## src/rtl/bs_gnrtr_n_rbtr_pkg.sv

```systemverilog
// Shared constants for the bus generator/arbiter: lane FSM encoding,
// destination-ID width and the default broadcast ID.
package bs_gnrtr_n_rbtr_pkg;

   localparam int ID_W = 8;
   localparam logic [ID_W-1:0] BCAST_DEFAULT = 8'hFF;

   localparam logic [1:0] ST_IDLE = 2'd0;
   localparam logic [1:0] ST_POP  = 2'd1;
   localparam logic [1:0] ST_PUSH = 2'd2;

   typedef enum logic [1:0] {
      IDLE = ST_IDLE,
      POP  = ST_POP,
      PUSH = ST_PUSH
   } lane_state_e;

endpackage

```

## src/rtl/bus_lane.sv

```systemverilog
// One bus: round-robin arbiter picks a pending device, pops its head word,
// then pushes it to the destination device(s) on the next cycle.
module bus_lane
   import bs_gnrtr_n_rbtr_pkg::*;
#(
   parameter int              drvrs     = 4,
   parameter int              pckg_sz   = 16,
   parameter logic [ID_W-1:0] broadcast = BCAST_DEFAULT
) (
   input  logic                            clk,
   input  logic                            reset,
   input  logic [drvrs-1:0]                pndng,
   input  logic [drvrs-1:0][pckg_sz-1:0]   d_pop,
   output logic [drvrs-1:0]                pop,
   output logic [drvrs-1:0]                push,
   output logic [pckg_sz-1:0]              d_push
);

   localparam int PW = (drvrs > 1) ? $clog2(drvrs) : 1;
   localparam logic [PW-1:0] LAST = PW'(drvrs - 1);

   lane_state_e          state;
   logic [PW-1:0]        last;
   logic [PW-1:0]        gnt;
   logic [PW-1:0]        sel;
   logic [PW-1:0]        cand;
   logic                 found;
   logic [pckg_sz-1:0]   word;
   logic [ID_W-1:0]      id;
   logic [drvrs-1:0]     dest;

   // Walk the devices starting one past the last grant, wrapping at drvrs-1.
   always_comb begin
      sel   = last;
      found = 1'b0;
      cand  = last;
      for (int unsigned i = 0; i < drvrs; i++) begin
         cand = (cand == LAST) ? '0 : cand + 1'b1;
         if (!found && pndng[cand]) begin
            found = 1'b1;
            sel   = cand;
         end
      end
   end

   always_comb begin
      word = d_pop[gnt];
      id   = word[pckg_sz-1 -: ID_W];
      dest = '0;
      for (int unsigned k = 0; k < drvrs; k++) begin
         if (id == broadcast) dest[k] = (32'(gnt) != k);
         else                 dest[k] = (32'(id) == k);
      end
   end

   always_ff @(posedge clk or posedge reset) begin
      if (reset) begin
         state  <= IDLE;
         last   <= LAST;
         gnt    <= '0;
         pop    <= '0;
         push   <= '0;
         d_push <= '0;
      end else begin
         pop  <= '0;
         push <= '0;
         unique case (state)
            IDLE: begin
               if (found) begin
                  gnt      <= sel;
                  last     <= sel;
                  pop[sel] <= 1'b1;
                  state    <= POP;
               end
            end
            POP: begin
               // The head word is still valid on this edge; the FIFO advances on it.
               d_push <= word;
               push   <= dest;
               state  <= PUSH;
            end
            PUSH:    state <= IDLE;
            default: state <= IDLE;
         endcase
      end
   end

endmodule

```

## src/rtl/bs_gnrtr_n_rbtr.sv

```systemverilog
// Top: one independent bus_lane per bus, each lane's word fanned out to
// every device on that bus.
module bs_gnrtr_n_rbtr
   import bs_gnrtr_n_rbtr_pkg::*;
#(
   parameter int              bits      = 1,
   parameter int              drvrs     = 4,
   parameter int              pckg_sz   = 16,
   parameter logic [ID_W-1:0] broadcast = BCAST_DEFAULT
) (
   input  logic                                     clk,
   input  logic                                     reset,
   input  logic [bits-1:0][drvrs-1:0]               pndng,
   input  logic [bits-1:0][drvrs-1:0][pckg_sz-1:0]  D_pop,
   output logic [bits-1:0][drvrs-1:0]               pop,
   output logic [bits-1:0][drvrs-1:0]               push,
   output logic [bits-1:0][drvrs-1:0][pckg_sz-1:0]  D_push
);

   logic [bits-1:0][pckg_sz-1:0] lane_word;

   for (genvar b = 0; b < bits; b++) begin : g_lane
      bus_lane #(
         .drvrs     (drvrs),
         .pckg_sz   (pckg_sz),
         .broadcast (broadcast)
      ) u_lane (
         .clk    (clk),
         .reset  (reset),
         .pndng  (pndng[b]),
         .d_pop  (D_pop[b]),
         .pop    (pop[b]),
         .push   (push[b]),
         .d_push (lane_word[b])
      );
      for (genvar k = 0; k < drvrs; k++) begin : g_fan
         assign D_push[b][k] = lane_word[b];
      end
   end

endmodule

```

## config.mk

```make
export PLATFORM = sky130hd
export DESIGN_NAME = bs_gnrtr_n_rbtr
export DESIGN_NICKNAME = d
export VERILOG_FILES = /design/src/rtl/bs_gnrtr_n_rbtr_pkg.sv /design/src/rtl/bus_lane.sv /design/src/rtl/bs_gnrtr_n_rbtr.sv
export SDC_FILE = /design/constraint.sdc
export NUM_CORES = 1
export LEC_CHECK = 0
export CAP_MARGIN = 30
export CORE_UTILIZATION = 37
export CTS_CLUSTER_DIAMETER = 120
export DETAILED_ROUTE_END_ITERATION = 10
export PLACE_DENSITY = 0.89
export SLEW_MARGIN = 20
export SYNTH_ARGS = -nofsm -noshare
export SYNTH_HDL_FRONTEND = slang
export SYNTH_SLANG_ARGS = --single-unit
```

## constraint.sdc

```tcl
create_clock -name clk -period 2.6 [get_ports clk]
set_input_delay 0.39 -clock clk [delete_from_list [all_inputs] [get_ports clk]]
set_output_delay 0.39 -clock clk [all_outputs]
set_load 0.01 [all_outputs]
```

==> results.md, run 1 <==
- Status: finished clean
- Post-DP Area: 3341 um2
- Kind of critical path: reg2reg
- Synth warn: 0
- RSZ-0062 raised after global routing: false
- M1 WL: 2529 um
- Combinational power share: 67.5%
- Internal power: 2.333 mW
- Syn-to-layout area delta: 51.46%
- Htree depth: 2
- Setup crit start kind: register
- Yosys cell types: 42
- Post-Syn Area: 2266 um2
- Final count of pins violating max slew: 0
- Worst path slowest cell: dfstp_2
- Placer's final routability congestion estimate: 0.8216
- I/O Pins: 142
- Final antenna-violating net count: 0
- CP required: 2.79 ns
- Final instance area: 3432 um2
- Slowest Stage Delay on Critical Path: 0.60 ns
- Ratio of cells with drive above 1 in the final layout: 9.726%
- Synthesized instance count: 237
- Net Count, Synth: 308
- Reg area: 753.2 um2
- Worst VDD drop: 0.0005388 V
- Most common cell in the netlist: nand2_1
- Chip Width: 80.26 um
- Drt pass-1 iters: 4
- Seq cells post-synth: 30
- Worst path bufs/invs: 0
- Multi-input logic area: 1022 um2
- Crit-path leading delay family: compound AO/OA/AOI/OAI gates
- Clk_skew: 0.006483 ns
- Synth top area share: 30.92%
- Vias: 2050
- Power consumption: 3.905 mW
- Arrival time at the worst endpoint: 2.53 ns
- Initial drt markers: 74
- # fillers: 491
- # DRC: 0
- Final Hold Fails: 0
- Diode count: 0
- CP Max Fanout: 14
- Dpl hpwl: 5154 um
- Die height: 80.26 um
- Vias in the first global route: 1876
- Core Area: 5921 um2
- Clock Sinks: 30
- GR Overflow Total: 0
- Worst-skew pair later-pin latency: 0.28 ns
- Max clock buf depth: 2
- Minimum clock period: 2.333 ns
- Starting Density: 38.27%
- Flop pwr share: 22.7%
- Net Sw Power: 1.572 mW
- Worst-path clk slew: 0.07 ns
- Syn_area_per_cell: 9.561 um2
- Largest net degree at the start of global routing: 31
- Met2 WL post-DR: 3536 um
- Cell taking the most area after synthesis: dfrtp_1
- Met3 Wirelength: 352 um
- Clock power share: 9.9%
- Worst Tran Pin Value: 0.5532 ns
- Post-synthesis sequential area ratio: 33.24%
- Post-CTS setup repair buffer count: 0
- Post-synth EDFFs: 0
- First-pass GRT wire length: 9597 um
- # setup viols final: 0
- Wirelength, routed: 6495 um
- Fin Setup TNS: 0 ns
- Clk root buf: clkbuf_8
- FP Rows: 28
- Post-DR vias/cell: 5.074
- Dominant synthesized flop cell: dfrtp_1
- Pleak: 1.406 nW
- Total track usage: 19.90%
- F_max: 428.6 MHz
- Top cells by count, synth: 56 x nand2_1, 48 x buf_4, 28 x dfrtp_1, 13 x mux4_2, 11 x o21ai_0
- Top layer in use: met4
- Routed wire per std cell: 16.08 um
- Final period util: 89.73%
- Port Buf Inserts: 141
- Dominant cells by area after synthesis: dfrtp_1 31%, buf_4 16%, mux4_2 13%
- CTS tree: built
- Switching fraction of total power: 40.26%
- Worst setup EP type: register
- Die area: 6441 um2
- Slew margin rel.: 62.73%
- MaxCap Viol Count: 0
- Resized cells post-CTS: 0
- Crit-path cells: ha_1 -> nand2b_1 -> o2111a_1 -> a211oi_1 -> o211ai_1 -> a21boi_0
- Hold_buf cts: 0
- Fin nets: 399
- Type of the most critical hold path: in2async
- PwrDens: 1138 nW/um2
- Initial antenna violation count: 0
- Num CTS Buffers: 5
- Fraction of registers with async set/reset: 100.0%
## worst min-delay path, delay by kind of cell
family	cells	cell delay (ns)
buf+inv	3	0.80
## area by class of cell
type / count / share of cell area, %
flip-flops and latches: 30 / 21.95
inverters: 6 / 0.6562
multi-input cells: 139 / 29.78
clock inverters: 1 / 0.1458
well taps: 75 / 2.734
clock buffers: 7 / 2.515
repair buffers: 146 / 42.22
## flip-flops by register name (all words and copies together), names as in the netlist
signal,cells
g_lane.u_lane.gnt,2
g_lane.u_lane.d_push,16
g_lane.u_lane.state,2
g_lane.u_lane.last,2
g_lane.u_lane.push,4
g_lane.u_lane.pop,4
## path summary, 6_finish.rpt
kind                            slack, ns                                    to                                  from  depth (start not counted)
worst max-delay path                 0.27     g_lane[0].u_lane.pop[2]$_DFF_PP0_  g_lane[0].u_lane.last[0]$_DFFE_PP1P_                          6
worst min-delay path                 0.49    g_lane[0].u_lane.push[0]$_DFF_PP0_                                 reset                          3
worst max register to register       0.27     g_lane[0].u_lane.pop[2]$_DFF_PP0_  g_lane[0].u_lane.last[0]$_DFFE_PP1P_                          6
worst min register to register       0.53  g_lane[0].u_lane.last[1]$_DFFE_PP1P_  g_lane[0].u_lane.last[1]$_DFFE_PP1P_                          2
max in group asynchronous            1.79  g_lane[0].u_lane.last[1]$_DFFE_PP1P_                                 reset                          3
min in group clk                     0.53  g_lane[0].u_lane.last[1]$_DFFE_PP1P_  g_lane[0].u_lane.last[1]$_DFFE_PP1P_                          2
## metrics by stage
stage                     utilization, %  worst slack, ns  hold slack [ns]  instances
after floorplan                        -           0.6578           0.4746        237
after global placement             56.42           0.2371           0.4893        396
after detailed placement           56.42           0.1958           0.4914        396
after CTS                          57.97           0.3248           0.5034        404
after global routing               57.97           0.1021           0.5242        404
final                              57.97           0.2671           0.4893        404
## cells by family (layout without fill, tap and decap cells)
| logic type | count (synthesis) | after routing | synth area share (%) |
|---|---|---|---|
| and+or+nand+nor | 86 | 86 | 17.34 |
| muxes | 20 | 20 | 18.22 |
| AOI/OAI and AO/OA | 32 | 32 | 9.001 |
| DFF | 30 | 30 | 33.24 |
| adders and majority gates | 1 | 1 | 0.5521 |
| buffers and inverters | 68 | 160 | 21.65 |
## cells in the final DEF, fill, tap and decap left out, types with 3 or more instances in the layout
master and count:
nor2_1 8, a21oi_1 6, nand3_1 3, clkbuf_8 6, o211ai_1 4, nand2b_1 3
inv_1 5, mux4_2 13, o21ai_0 11, clkdlybuf4s50_1 141, buf_4 5, dfrtp_1 28
mux4_1 3, nand2_1 56, mux2i_1 3
## power groups by stage
stage	registers [mW]	logic, mW	clock network, mW
after floorplan	0.904	1.85	0
after global placement	0.881	2.56	0
after detailed placement	0.897	2.64	0
after CTS	0.888	2.65	0.395
after global routing	0.919	2.85	0.421
final	0.885	2.63	0.385
## metal layers
| layer | up-vias | track usage (%) |
|---|---|---|
| met2 | 96 | 36.24 |
| met5 | - | 0 |
| met4 | 0 | 6.071 |
| met1 | 995 | 23.61 |
| met3 | 7 | 3.523 |
| li1 | 952 | - |
(Power assumes the default switching activity.)
==> run 2: changes to the inputs <==
Settings changed: CORE_ASPECT_RATIO set to 0.7.
==> results.md, run 2 (synthesized netlist as in run 1, its figures left out) <==
- Diode count: 0 (unchanged)
- Wirelength, routed: 6348 um (-2.3%)
- MaxCap Viol Count: 0 (unchanged)
- Starting Density: 38.98% (+0.71 points)
- Max clock buf depth: 2 (unchanged)
- Ratio of cells with drive above 1 in the final layout: 9.726% (unchanged)
- Drt pass-1 iters: 5 (+1)
- Initial antenna violation count: 0 (unchanged)
- Core Area: 5813 um2 (-1.8%)
- Post-CTS setup repair buffer count: 0 (unchanged)
- R2R depth: 6 (unchanged)
- CP dominant cell by count: a21oi_1
- CP Max Fanout: 14 (unchanged)
- Fin Setup TNS: 0 ns (unchanged)
- Kind of critical path: reg2reg
- Commonest cells after routing, fill and taps aside: 141 x clkdlybuf4s50_1, 56 x nand2_1, 28 x dfrtp_1
- Multi-input logic area: 1022 um2 (unchanged)
- Slew margin rel.: 65.15% (+2.4 points)
- Initial drt markers: 56 (-24%)
- Finished Layout Cells: 404 (unchanged)
- Post-DP Area: 3341 um2 (unchanged)
- Biggest regs: g_lane.u_lane.d_push x16, g_lane.u_lane.pop x4, g_lane.u_lane.push x4
- RSZ-0062 raised after global routing: false
- Final antenna-violating net count: 0 (unchanged)
- PwrDens: 1138 nW/um2 (about the same)
- Slowest Stage Delay on Critical Path: 0.60 ns (about the same)
- F_max: 441.6 MHz (+3.0%)
- Largest net degree at the start of global routing: 31 (unchanged)
- Worst-path clk slew: 0.07 ns (about the same)
- Final period util: 87.09% (-2.6 points)
- Worst VDD drop: 0.0003719 V (-31%)
- First-pass GRT wire length: 9632 um (+0.36%)
- Placed insts: 396 (unchanged)
- Die height: 67.48 um (-16%)
- Chip Width: 95.54 um (+19%)
- Status: finished clean
- Routed wire per std cell: 15.71 um (-2.3%)
- GR Overflow Total: 0 (unchanged)
- Hold_buf cts: 0 (unchanged)
- # fillers: 498 (+1.4%)
- Htree depth: 2 (unchanged)
- Max FFs per register: 16 (unchanged)
- Total track usage: 20.05% (+0.15 points)
- Worst hold slack: 0.4908 ns (+0.001494 ns)
- Reg area: 753.2 um2 (unchanged)
- Final instance area: 3432 um2 (unchanged)
- Crit. path cell count: 6 (unchanged)
- Port Buf Inserts: 141 (unchanged)
- Vias: 2047 (-0.15%)
- Arrival time at the worst endpoint: 2.44 ns (-0.09 ns)
- Crit-path leading delay family: compound AO/OA/AOI/OAI gates
- CP required: 2.77 ns (-0.02 ns)
- FP Rows: 23 (-18%)
- Type of the most critical hold path: in2async
- Die area: 6446 um2 (about the same)
- CTS tree: built
- Final Hold Fails: 0 (unchanged)
- # setup viols final: 0 (unchanged)
- Dpl hpwl: 5019 um (-2.6%)
- Crit-path cells: ha_1 -> nand2b_1 -> a21oi_1 -> o211ai_1 -> a21oi_1 -> nor4b_1
- Vias in the first global route: 1978 (+5.4%)
- Clock Sinks: 30 (unchanged)
- Worst path bufs/invs: 0 (unchanged)
- Syn-to-layout area delta: 51.46% (unchanged)
- Post-DR vias/cell: 5.067 (-0.15%)
- # DRC: 0 (unchanged)
- Worst Tran Pin Value: 0.5195 ns (-0.03374 ns)
- Clk root buf: clkbuf_8
- Clk_skew: 0.01040 ns (+0.003913 ns)
- Worst setup EP type: register
- Final count of pins violating max slew: 0 (unchanged)
- Worst-skew pair later-pin latency: 0.28 ns (about the same)
- Minimum clock period: 2.264 ns (-0.06866 ns)
- Placer's final routability congestion estimate: 0.8321 (+1.3%)
- Num CTS Buffers: 5 (unchanged)
- Commonest non-fill, non-tap cell in the layout: clkdlybuf4s50_1
- Fin nets: 399 (unchanged)
- Pleak: 1.407 nW (about the same)
- Worst path slowest cell: dfstp_2
- Final setup margin: 0.3357 ns (+0.06866 ns)
- Place WS: 0.1491 ns (-0.04670 ns)
- I/O Pins: 142 (unchanged)
- Largest Register: g_lane.u_lane.d_push
- Setup crit start kind: register
- Resized cells post-CTS: 0 (unchanged)
## run 2: cell counts in the layout (fill, tap and decap cells not counted)
Identical to the previous run, type by type.
## run 2: worst paths after layout
check,startpoint,endpoint,slack (ns)
max,g_lane[0].u_lane.last[0]$_DFFE_PP1P_,g_lane[0].u_lane.pop[0]$_DFF_PP0_,0.34
min,reset,g_lane[0].u_lane.d_push[12]$_DFFE_PP0P_,0.49
max reg2reg,g_lane[0].u_lane.last[0]$_DFFE_PP1P_,g_lane[0].u_lane.pop[0]$_DFF_PP0_,0.34
min reg2reg,g_lane[0].u_lane.last[1]$_DFFE_PP1P_,g_lane[0].u_lane.last[1]$_DFFE_PP1P_,0.51
max in group asynchronous,reset,g_lane[0].u_lane.last[1]$_DFFE_PP1P_,1.79
min in group clk,g_lane[0].u_lane.last[1]$_DFFE_PP1P_,g_lane[0].u_lane.last[1]$_DFFE_PP1P_,0.51
## run 2: layout make-up
type	count	share of cell area (%)
Sequential cell	30	21.95
Timing Repair Buffer	146	42.22
Tap cell	75	2.734
Clock inverter	1	0.1458
Inverter	6	0.6562
Multi-Input combinational cell	139	29.78
Clock buffer	7	2.515
## run 2: worst reg2reg max path, delay by kind of cell, from the launching register on
| family | cells | cell delay (ns) |
|---|---|---|
| AOI/OAI and AO/OA | 3 | 0.65 |
| adders and majority gates | 1 | 0.38 |
| DFF | 1 | 0.60 |
| and+or+nand+nor | 2 | 0.53 |
## run 2: through the flow
| step | util, % | total power [mW] |
|---|---|---|
| after global routing | 59.04 | 4.241 |
| final | 59.04 | 3.907 |
| after global placement | 57.47 | 3.474 |
| after detailed placement | 57.47 | 3.553 |
| after floorplan | - | 2.758 |
| after CTS | 59.04 | 3.944 |
## run 2: where the power goes
group | internal (mW) | leakage [nW] | total, mW | switching, mW
sequential | 0.670 | 0.377 | 0.908 | 0.238
combinational | 1.46 | 0.981 | 2.61 | 1.16
clock | 0.213 | 0.0482 | 0.386 | 0.173
## run 2: routing by layer
metal	wire (um)	track usage, %
met3	591	6.306
met5	0	0
met4	79	6.157
met2	3180	34.73
met1	2497	24.01
==> run 3: changes to the inputs <==
Settings changed: CORE_UTILIZATION 37 to 41, PLACE_DENSITY 0.89 to 0.95, SYNTH_HIERARCHICAL set to 1.
Clock period 2.6 ns to 2.8 ns, I/O delays scaled along.
==> results.md, run 3 <==
- Largest Register: g_lane.u_lane/d_push
- Post-DR vias/cell: 5.371 (+6.0%)
- Initial antenna violation count: 0 (unchanged)
- Synth Area in XOR/XNOR: 0% (unchanged)
- Simple-gate share of the synthesized area: 19.04% (+1.7 points)
- Clock Sinks: 30 (unchanged)
- Switching fraction of total power: 42.18% (+2.1 points)
- Commonest non-fill, non-tap cell in the layout: clkdlybuf4s50_1
- First-pass GRT wire length: 10720 um (+11%)
- Dominant synthesized flop cell: dfrtp_1
- Num CTS Buffers: 5 (unchanged)
- Worst-skew pair later-pin latency: 0.28 ns (about the same)
- Wirelength, routed: 6993 um (+10%)
- RSZ-0062 raised after global routing: false
- # DRC: 0 (unchanged)
- Worst hold path depth: 1
- MaxCap Viol Count: 0 (unchanged)
- R2R setup slack: 0.33 ns (about the same)
- Routed wire per std cell: 16.61 um (+5.7%)
- Kind of critical path: reg2reg
- Syn-to-layout area delta: 51.96%
- Biggest regs: g_lane.u_lane/d_push x16, g_lane.u_lane/pop x4, g_lane.u_lane/push x4
- Hold path start: g_lane[0].u_lane/last[1]$_DFFE_PP1P_
- # fillers: 418 (-16%)
- Clock power share: 8.7% (-1.2 points)
- PwrDens: 1130 nW/um2 (-0.72%)
- Combinational power share: 70.5% (+3.6 points)
- Status: finished clean
- CP Max Fanout: 6 (-8)
- Hold_buf cts: 0 (unchanged)
- Starting Density: 44.23% (+5.3 points)
- I/O Pins: 142 (unchanged)
- F_max: 404.9 MHz (-8.3%)
- Resized cells post-CTS: 0 (unchanged)
- Multi-input logic area: 1190 um2 (+16%)
- Ratio of cells with drive above 1 in the final layout: 10.60% (+0.88 points)
- Vias: 2261 (+10%)
- Final Hold Fails: 0 (unchanged)
- Post-Syn Area: 2399 um2 (+5.9%)
- Drt pass-1 iters: 4 (-1)
- Most common cell in the netlist: nand2_1
- Fin nets: 419 (+5.0%)
- Initial drt markers: 93 (+66%)
- Worst VDD drop: 0.0005073 V (+36%)
- Clk root buf: clkbuf_8
- FF-to-FF Start: g_lane[0].u_lane/last[1]$_DFFE_PP1P_
- Dominant cells by area after synthesis: dfrtp_1 29%, buf_4 15%, mux4_2 9.4%
- Post-synth EDFFs: 0 (unchanged)
- Reg2reg end: g_lane[0].u_lane/pop[0]$_DFF_PP0_
- Type of the most critical hold path: reg2reg
- Flop pwr share: 20.7% (-2.5 points)
- Internal power: 2.382 mW (+1.8%)
- Die area: 6165 um2 (-4.4%)
- Synth top area share: 29.21% (-1.7 points)
- Cell taking the most area after synthesis: dfrtp_1
- Die height: 66.00 um (-2.2%)
- Synth Area in Adders: 0.5216% (-0.031 points)
- Synthesized instance count: 252 (+6.3%)
- Arrival time at the worst endpoint: 2.63 ns (+0.19 ns)
- Yosys cell types: 50 (+19%)
- Vias in the first global route: 2163 (+9.4%)
- Top cells by count, synth: 56 x nand2_1, 48 x buf_4, 28 x dfrtp_1, 13 x a21oi_1, 10 x mux4_2
- Pleak: 1.509 nW (+7.3%)
- Core Area: 5423 um2 (-6.7%)
- Post-synthesis sequential area ratio: 31.40% (-1.8 points)
- Fin Setup TNS: 0 ns (unchanged)
- Port Buf Inserts: 141 (unchanged)
- Final antenna-violating net count: 0 (unchanged)
- Max FFs per register: 16 (unchanged)
- Worst setup EP type: register
- Largest net degree at the start of global routing: 31 (unchanged)
- Fraction of registers with async set/reset: 100.0% (unchanged)
- Compound-Gate Fraction of Synth Area: 11.01% (+2.0 points)
- Chip Width: 93.42 um (-2.2%)
- CP required: 2.96 ns (+0.19 ns)
- Slew margin rel.: 62.69% (-2.5 points)
- Max clock buf depth: 2 (unchanged)
- Htree depth: 2 (unchanged)
- Seq cells post-synth: 30 (unchanged)
- FP Rows: 22 (-4.3%)
- Hold path endpoint: g_lane[0].u_lane/last[1]$_DFFE_PP1P_
- Syn_area_per_cell: 9.518 um2 (-0.45%)
- R2R depth: 6 (unchanged)
- Total track usage: 22.99% (+2.9 points)
- CTS tree: built
- Worst Tran Pin Value: 0.5596 ns (+0.04010 ns)
- Worst-path clk slew: 0.07 ns (about the same)
- Final count of pins violating max slew: 0 (unchanged)
- Power consumption: 4.119 mW (+5.4%)
- Diode count: 0 (unchanged)
- # setup viols final: 0 (unchanged)
- Reg area: 753.2 um2 (unchanged)
- Dpl hpwl: 5288 um (+5.3%)
- Synth warn: 6 (+6)
- Post-CTS setup repair buffer count: 0 (unchanged)
- Net Count, Synth: 323 (+4.9%)
- Final setup margin: 0.3300 ns (-0.005707 ns)
- Commonest cells after routing, fill and taps aside: 141 x clkdlybuf4s50_1, 56 x nand2_1, 28 x dfrtp_1
- Combinational family with the most area after synthesis: simple AND/OR/NAND/NOR gates
- Setup crit start kind: register
- GR Overflow Total: 0 (unchanged)
- Minimum clock period: 2.470 ns (+0.2057 ns)
- Clk_skew: 0.009817 ns (-0.0005802 ns)
- Placer's final routability congestion estimate: 0.8863 (+6.5%)
- Mux contribution to synthesized area: 19.04% (+0.82 points)
- Final period util: 88.21% (+1.1 points)
- Place WS: 0.2162 ns (+0.06708 ns)
- Net Sw Power: 1.738 mW (+11%)
## run 3: cell count changes in the layout (fill, tap and decap cells not counted), moves of 4 or more
cell / before / now
nand3b_1: 0 / 4
buf_4: 5 / 10
o21ai_0: 11 / 6
a21oi_1: 6 / 13
mux4_1: 3 / 8
## run 3: cell families after synthesis
logic type,after synthesis
and+or+nand+nor,92
AOI/OAI and AO/OA,39
muxes,20
adders and majority gates,1
buffers and inverters,70
DFF,30
## run 3: area by class of cell
| cell class | instances | share of cell area, % |
|---|---|---|
| clock buffer | 6 | 2.266 |
| clock inverter | 2 | 0.3433 |
| inverter | 8 | 0.8239 |
| multi-input combinational | 152 | 32.65 |
| sequential | 30 | 20.67 |
| tap | 72 | 2.472 |
| timing repair buffer | 151 | 40.78 |
## run 3: critical path, stage by stage (launching register included)
cell and delay (ns):
dfstp_2 0.54, ha_1 0.27, or4b_1 0.55, and3_1 0.22
a31o_2 0.23, a221o_1 0.34, and4_1 0.20
## run 3: metal layers
layer,share of wire [%],GRT usage [%],vias up
met4,1.2,6.538,0
li1,-,-,1049
met3,8.9,6.322,8
met5,0,0,-
met2,47,37.96,125
met1,43,29.77,1079
## run 3: worst max-delay path by stage
stage	from	endpoint	slack [ns]
after floorplan	g_lane[0].u_lane/last[1]$_DFFE_PP1P_	g_lane[0].u_lane/pop[0]$_DFF_PP0_	0.36
after global placement	pndng[0]	g_lane[0].u_lane/pop[0]$_DFF_PP0_	0.27
after detailed placement	pndng[0]	g_lane[0].u_lane/pop[0]$_DFF_PP0_	0.22
after CTS	g_lane[0].u_lane/last[1]$_DFFE_PP1P_	g_lane[0].u_lane/pop[0]$_DFF_PP0_	0.34
after global routing	g_lane[0].u_lane/last[1]$_DFFE_PP1P_	g_lane[0].u_lane/gnt[1]$_DFFE_PP0P_	0.21
final	g_lane[0].u_lane/last[1]$_DFFE_PP1P_	g_lane[0].u_lane/pop[0]$_DFF_PP0_	0.33
## run 3: stage by stage
step / utilization, % / hold slack, ns / area [um2] / instances
after floorplan: - / 0.4944 / 2399 / 252
after global placement: 65.46 / 0.5108 / 3550 / 413
after detailed placement: 65.46 / 0.5117 / 3550 / 413
after CTS: 67.21 / 0.5211 / 3645 / 421
after global routing: 67.21 / 0.5257 / 3645 / 421
final: 67.21 / 0.5179 / 3645 / 421
## run 3: power groups by stage
stage | clock [mW] | sequential (mW) | combinational, mW
after floorplan | 0 | 0.839 | 1.97
final | 0.360 | 0.854 | 2.91
after detailed placement | 0 | 0.864 | 2.89
after global routing | 0.387 | 0.884 | 3.13
after global placement | 0 | 0.852 | 2.83
after CTS | 0.371 | 0.858 | 2.90
